===== src/rtl/chess_game_ctrl.sv =====
// Chess clock game controller: button conditioning, time select and game FSM.
// Drives the countDown block (enable/player/timeIn) and reports state/winner.
//
// Ports:
//   clk        system clock
//   reset      asynchronous, active-high reset
//   btn_start  raw start/pause button
//   btn_mode   raw time-select button
//   btn_p1     raw player-1 clock button
//   btn_p2     raw player-2 clock button
//   min1/sec1  remaining time of player 1 (binary)
//   min2/sec2  remaining time of player 2 (binary)
//   enable     countdown enable
//   player     00 hold, 01 run 1, 10 run 2, 11 reload both
//   timeIn     selected game length in minutes
//   winner     00 none, 01 player 1, 10 player 2
//   state      FSM state code

// One button: 2-FF synchronizer, debouncer, rising-edge pulse.
// Ports: clk, reset, raw (async button), pulse (one cycle per press).
module chess_btn_cond #(
  parameter int DEB_CYCLES = 1000000
) (
  input  logic clk,
  input  logic reset,
  input  logic raw,
  output logic pulse
);

  localparam int CW = $clog2(DEB_CYCLES + 2);
  localparam logic [CW-1:0] DEB_LAST = CW'(DEB_CYCLES - 1);
  localparam logic [CW-1:0] ARM_LAST = CW'(DEB_CYCLES + 1);

  logic          meta;
  logic          sync;
  logic          level;
  logic          prev;
  logic          armed;
  logic [CW-1:0] deb_cnt;
  logic [CW-1:0] arm_cnt;

  always_ff @(posedge clk or posedge reset) begin
    if (reset) begin
      meta <= 1'b0;
      sync <= 1'b0;
    end else begin
      meta <= raw;
      sync <= meta;
    end
  end

  // Accept a new level only after DEB_CYCLES consecutive
  // cycles of disagreement with the current level.
  always_ff @(posedge clk or posedge reset) begin
    if (reset) begin
      level   <= 1'b0;
      deb_cnt <= '0;
    end else if (sync == level) begin
      deb_cnt <= '0;
    end else if (deb_cnt == DEB_LAST) begin
      level   <= sync;
      deb_cnt <= '0;
    end else begin
      deb_cnt <= deb_cnt + CW'(1);
    end
  end

  // After reset the button must be seen released long enough
  // (synchronizer flush plus a full debounce window) before
  // presses count; a button held through reset gives no pulse.
  always_ff @(posedge clk or posedge reset) begin
    if (reset) begin
      armed   <= 1'b0;
      arm_cnt <= '0;
    end else if (!armed) begin
      if (sync) begin
        arm_cnt <= '0;
      end else if (arm_cnt == ARM_LAST) begin
        armed <= 1'b1;
      end else begin
        arm_cnt <= arm_cnt + CW'(1);
      end
    end
  end

  always_ff @(posedge clk or posedge reset) begin
    if (reset) begin
      prev <= 1'b0;
    end else begin
      prev <= level;
    end
  end

  assign pulse = armed & level & ~prev;

endmodule

module chess_game_ctrl #(
  parameter int DEB_CYCLES = 1000000
) (
  input  logic       clk,
  input  logic       reset,
  input  logic       btn_start,
  input  logic       btn_mode,
  input  logic       btn_p1,
  input  logic       btn_p2,
  input  logic [7:0] min1,
  input  logic [7:0] sec1,
  input  logic [7:0] min2,
  input  logic [7:0] sec2,
  output logic       enable,
  output logic [1:0] player,
  output logic [7:0] timeIn,
  output logic [1:0] winner,
  output logic [2:0] state
);

  typedef enum logic [2:0] {
    SETUP    = 3'd0,
    READY    = 3'd1,
    RUN_P1   = 3'd2,
    RUN_P2   = 3'd3,
    PAUSE    = 3'd4,
    GAMEOVER = 3'd5
  } state_t;

  localparam logic [1:0] PL_HOLD   = 2'b00;
  localparam logic [1:0] PL_RUN1   = 2'b01;
  localparam logic [1:0] PL_RUN2   = 2'b10;
  localparam logic [1:0] PL_RELOAD = 2'b11;

  localparam logic [1:0] WIN_NONE = 2'b00;
  localparam logic [1:0] WIN_P1   = 2'b01;
  localparam logic [1:0] WIN_P2   = 2'b10;

  logic start_p;
  logic mode_p;
  logic p1_p;
  logic p2_p;

  chess_btn_cond #(.DEB_CYCLES(DEB_CYCLES)) u_start (
    .clk   (clk),
    .reset (reset),
    .raw   (btn_start),
    .pulse (start_p)
  );

  chess_btn_cond #(.DEB_CYCLES(DEB_CYCLES)) u_mode (
    .clk   (clk),
    .reset (reset),
    .raw   (btn_mode),
    .pulse (mode_p)
  );

  chess_btn_cond #(.DEB_CYCLES(DEB_CYCLES)) u_p1 (
    .clk   (clk),
    .reset (reset),
    .raw   (btn_p1),
    .pulse (p1_p)
  );

  chess_btn_cond #(.DEB_CYCLES(DEB_CYCLES)) u_p2 (
    .clk   (clk),
    .reset (reset),
    .raw   (btn_p2),
    .pulse (p2_p)
  );

  state_t     state_q;
  state_t     state_d;
  logic [2:0] idx_q;
  logic [2:0] idx_d;
  logic       resume_p2_q;
  logic       resume_p2_d;
  logic [1:0] winner_d;
  logic       en_d;
  logic [1:0] pl_d;
  logic       out1;
  logic       out2;

  assign out1 = (min1 == 8'd0) && (sec1 == 8'd0);
  assign out2 = (min2 == 8'd0) && (sec2 == 8'd0);

  always_ff @(posedge clk or posedge reset) begin
    if (reset) begin
      state_q     <= SETUP;
      idx_q       <= 3'd2;
      resume_p2_q <= 1'b0;
      winner      <= WIN_NONE;
    end else begin
      state_q     <= state_d;
      idx_q       <= idx_d;
      resume_p2_q <= resume_p2_d;
      winner      <= winner_d;
    end
  end

  // Priority within a cycle: timeout, start, mode, player.
  always_comb begin
    state_d     = state_q;
    idx_d       = idx_q;
    resume_p2_d = resume_p2_q;
    winner_d    = winner;
    unique case (state_q)
      SETUP: begin
        if (start_p) begin
          state_d = READY;
        end else if (mode_p) begin
          idx_d = (idx_q >= 3'd5) ? 3'd0 : idx_q + 3'd1;
        end
      end
      READY: begin
        if (start_p) begin
          state_d = RUN_P1;
        end else if (mode_p) begin
          state_d = SETUP;
        end
      end
      RUN_P1: begin
        if (out1) begin
          state_d  = GAMEOVER;
          winner_d = WIN_P2;
        end else if (start_p) begin
          state_d     = PAUSE;
          resume_p2_d = 1'b0;
        end else if (p1_p) begin
          state_d = RUN_P2;
        end
      end
      RUN_P2: begin
        if (out2) begin
          state_d  = GAMEOVER;
          winner_d = WIN_P1;
        end else if (start_p) begin
          state_d     = PAUSE;
          resume_p2_d = 1'b1;
        end else if (p2_p) begin
          state_d = RUN_P1;
        end
      end
      PAUSE: begin
        if (start_p) begin
          state_d = resume_p2_q ? RUN_P2 : RUN_P1;
        end else if (mode_p) begin
          state_d = SETUP;
        end
      end
      GAMEOVER: begin
        if (start_p) begin
          state_d  = SETUP;
          winner_d = WIN_NONE;
        end
      end
      default: begin
        state_d  = SETUP;
        winner_d = WIN_NONE;
      end
    endcase
  end

  // Decode from the next state so the registered outputs
  // change on the same edge as the state register.
  always_comb begin
    en_d = 1'b0;
    pl_d = PL_HOLD;
    unique case (state_d)
      SETUP:    pl_d = PL_RELOAD;
      RUN_P1: begin
        en_d = 1'b1;
        pl_d = PL_RUN1;
      end
      RUN_P2: begin
        en_d = 1'b1;
        pl_d = PL_RUN2;
      end
      default: begin
        en_d = 1'b0;
        pl_d = PL_HOLD;
      end
    endcase
  end

  always_ff @(posedge clk or posedge reset) begin
    if (reset) begin
      enable <= 1'b0;
      player <= PL_RELOAD;
    end else begin
      enable <= en_d;
      player <= pl_d;
    end
  end

  always_comb begin
    unique case (idx_q)
      3'd0:    timeIn = 8'd1;
      3'd1:    timeIn = 8'd3;
      3'd2:    timeIn = 8'd5;
      3'd3:    timeIn = 8'd10;
      3'd4:    timeIn = 8'd15;
      3'd5:    timeIn = 8'd30;
      default: timeIn = 8'd5;
    endcase
  end

  assign state = state_q;

endmodule


===== config.mk =====
export PLATFORM = sky130hd
export DESIGN_NAME = chess_game_ctrl
export DESIGN_NICKNAME = d
export VERILOG_FILES = /design/src/rtl/chess_game_ctrl.sv
export SDC_FILE = /design/constraint.sdc
export NUM_CORES = 1
export LEC_CHECK = 0
export BUFFER_PORTS_ARGS = -buffer_cell sky130_fd_sc_hd__buf_4
export CORE_MARGIN = 1.5
export CORE_UTILIZATION = 45
export DETAILED_ROUTE_END_ITERATION = 8
export HOLD_SLACK_MARGIN = 0.1
export SLEW_MARGIN = 40
export SYNTH_ARGS = -nofsm -noshare
export SYNTH_HDL_FRONTEND = slang
export SYNTH_SLANG_ARGS = --single-unit

===== constraint.sdc =====
create_clock -name clk -period 7.3 [get_ports clk]
set_clock_uncertainty 0.15 [all_clocks]
set_input_delay 0.365 -clock clk [delete_from_list [all_inputs] [get_ports clk]]
set_output_delay 0.365 -clock clk [all_outputs]
set_load 0.02 [all_outputs]

==> flow_metrics.py <==
metrics = {
    "critical_path": {
        "end_kind": "register",
        "cp-startpoint": "u_p2.sync",
        "cp_max_fo": 21,
        "cp_common_cell": "or4_1",
        "cp-start-kind": "register",
        "crit_type": "register to register",
        "reg2reg_depth": 7,
        "crit_chain": "or4_1 > nor4_1 > a31oi_2 > inv_2 > or4_1 > a21oi_1 > a21o_2",
        "slowest_delay_ps": 560,
        "cp.arrival_ps": 2860,
        "endpoint": "u_p2.arm_cnt[14]",
        "r2r-start": "u_p2.sync",
        "worst_path_max_delay_cell": "or4_1",
        "rrSetupSlack_ps": 4610,
        "worstPathRequired_ps": 7470,
        "r2r-end": "u_p2.arm_cnt[14]",
    },
    "cts": {
        "insertion_delay_ps": 430,
        "cts_resized": 0,
        "cts.sinks": 192,
        "tritoncts": "built",
        "cts.clk_slew.worst_paths_ps": 70,
        "htreeDepth": 4,
        "cts.root.buffer_cell": "clkbuf_16",
        "cts_buffer_depth": 2,
        "cts_buffers": 17,
    },
    "drt": {
        "routed_via_density": 5.17,
        "vias": 6899,
        "wire_per_inst_um": 13.5,
        "drt.antenna.violating_nets": 0,
        "first_pass_iters": 5,
        "routed_wirelength_um": 18000,
        "initialDrtViolationCount": 378,
        "drcViolationCount": 0,
    },
    "grt": {
        "grt_use_total_pct": 17.4,
        "grt_pass1_vias": 6555,
        "antenna_found_initial": 0,
        "grt_first_pass_wirelength_um": 31300,
        "grt_overflow_total": 0,
        "grt_max_degree": 130,
    },
    "cells_and_area": {
        "diodes": 0,
        "drive_gt1_share_pct": 11.4,
        "fin_util_pct": 51.5,
        "final_nets": 1100,
        "area_delta_synth_final_pct": 12.8,
    },
    "die": {
        "chipHeight_um": 149,
        "start_util_pct": 45.6,
        "io_pins": 54,
        "die_x_um": 149,
        "row_count": 53,
        "fp.dieArea_um2": 22100,
        "core_area_um2": 20900,
    },
    "flow_run": {
        "cap_viol_max_count": 0,
    },
    "timing": {
        "tns_ps": 0,
        "min_period_over_period_pct": 36.9,
        "worst_slew_pin_slew_ps": 688,
        "final-max-slew-violation-count": 0,
        "fmax_ghz": 0.372,
        "period_minus_slack_ps": 2690,
        "setup-violations-final": 0,
        "relSlewSlack_pct": 54.1,
        "hold_viol": 0,
        "rsz0062_at_grt": "no",
        "hold_ws_ps": 200,
    },
    "power_and_ir_drop": {
        "power_density_nw_per_um2": 191,
        "fin_total_pwr_mw": 2.06,
        "power_leakage_nw": 4.58,
        "ir_drop_uv": 205,
    },
    "placed_design": {
        "dp_hpwl_um": 12000,
        "io_buffers": 50,
        "routabilityCongestion": 0.807,
    },
    "synthesis": {
        "seq_area_frac_synth_pct": 50.5,
        "syn_inst": 999,
        "synth-edff-count": 0,
        "async_flop_share_pct": 100,
        "ys_seq_elements": 192,
        "ys_warn_count": 0,
        "avgSynthCellArea_um2": 9.54,
        "ys_types": 60,
        "synthFlopType": "dfrtp_1",
        "syn_area_um2": 9530,
    },
    "min_path": {
        "hold_path_class": "register to register",
    },
    "outcome": {
        "status": "complete, no violations",
    },
}
==> cell usage after synthesis (all sizes together) (17+ instances only) <==
master  instances  area [um^2]
nand2         100          375
nor2          162          608
dfrtp         189         4730
nand4          25          156
nand3          53          265
inv            23         86.3
nor3           32          160
xor2           64          561
and3           27          170
a21oi          27          135
nor4           26          163
or3            17          110
xnor2          57          499
buf            17          110
o21ai          40          200
==> worst min-delay path by stage <==
stage                 from     endpoint  slack, ps  cells past startpoint
6_report         u_p1.meta    u_p1.sync        200                      0
5_1_grt          u_p1.meta    u_p1.sync        210                      0
4_1_cts        u_mode.meta  u_mode.sync        200                      0
3_5_place_dp   u_mode.meta  u_mode.sync        190                      0
3_3_place_gp     u_p1.meta    u_p1.sync        180                      0
2_1_floorplan  u_mode.meta  u_mode.sync        180                      0
==> logic make-up after synthesis <==
kind of cell	Yosys count	share of synthesized area (%)
and+or+nand+nor	509	26.5
DFF	192	50.5
xor gates and xnor gates	121	11.1
AOI/OAI and AO/OA	96	5.99
buffers and inverters	54	2.61
adders and majority gates	16	2.10
muxes	10	1.17
other	1	0.0394
==> cells in the final DEF, fill, tap and decap left out, types with 7 or more instances in the layout <==
cell type,netlist,layout
a21oi_1,27,26
and3_1,26,26
and4_1,7,7
buf_4,3,50
clkbuf_16,0,17
dfrtp_1,189,189
ha_1,16,16
inv_1,22,21
mux2_2,9,9
nand2_1,100,100
nand2b_1,8,8
nand3_1,53,53
nand4_1,25,25
nor2_1,162,162
nor3_1,32,32
nor4_1,26,25
nor4b_1,9,9
o21ai_0,39,39
or2_2,11,11
or3_1,14,14
xnor2_1,57,57
xor2_1,64,64
==> worst max-delay path: cells and delay by family, from the launching register on <==
family          cells  cell delay (ps)
simple gates        3             1040
buf+inv             1              350
compound gates      3              510
flops               1              520
==> per-layer routing <==
metal / track usage, % / up-vias / share of wire, %
li1: - / 3529 / -
met1: 24.6 / 3291 / 51
met2: 27.0 / 67 / 46
met3: 3.40 / 12 / 1.9
met4: 5.30 / 0 / 1.1
met5: 0 / - / 0
==> flip-flops by register name (all words and copies together) (netlist names), 2 cells and up <==
register / count
player: 2
u_start.deb_cnt: 20
winner: 2
state: 3
u_start.arm_cnt: 20
u_p1.deb_cnt: 20
u_p2.deb_cnt: 20
u_mode.arm_cnt: 20
u_mode.deb_cnt: 20
u_p1.arm_cnt: 20
idx_q: 3
u_p2.arm_cnt: 20
==> report_power, final <==
group	switching [mW]	internal [mW]
Combinational	0.0491	0.0318
Sequential	0.0151	1.08
Clock	0.404	0.481
==> area by class of cell <==
class | instances | area [um^2]
fill | 1898 | 10100
clock inverter | 12 | 113
sequential | 192 | 4810
inverter | 23 | 98.8
clock buffer | 20 | 447
timing repair buffer | 57 | 442
tap | 275 | 344
multi-input combinational | 755 | 4500
==> stage by stage <==
step                      instance area [um^2]  std cells  setup slack, ps
final                                    10700       1334             4610
after global routing                     10700       1334             4410
after CTS                                10700       1333             4350
after detailed placement                 10100       1296             4360
after global placement                   10100       1296             4440
after floorplan                           9540       1001             1560
==> what timing repair did <==
item,4_1_cts,5_1_grt
endpoints found under the hold margin,132,0
buffers inserted,0,0
hold buffers,5,0
endpoints found under the setup margin,0,0
Note: power is estimated with default switching activity, not from simulation.
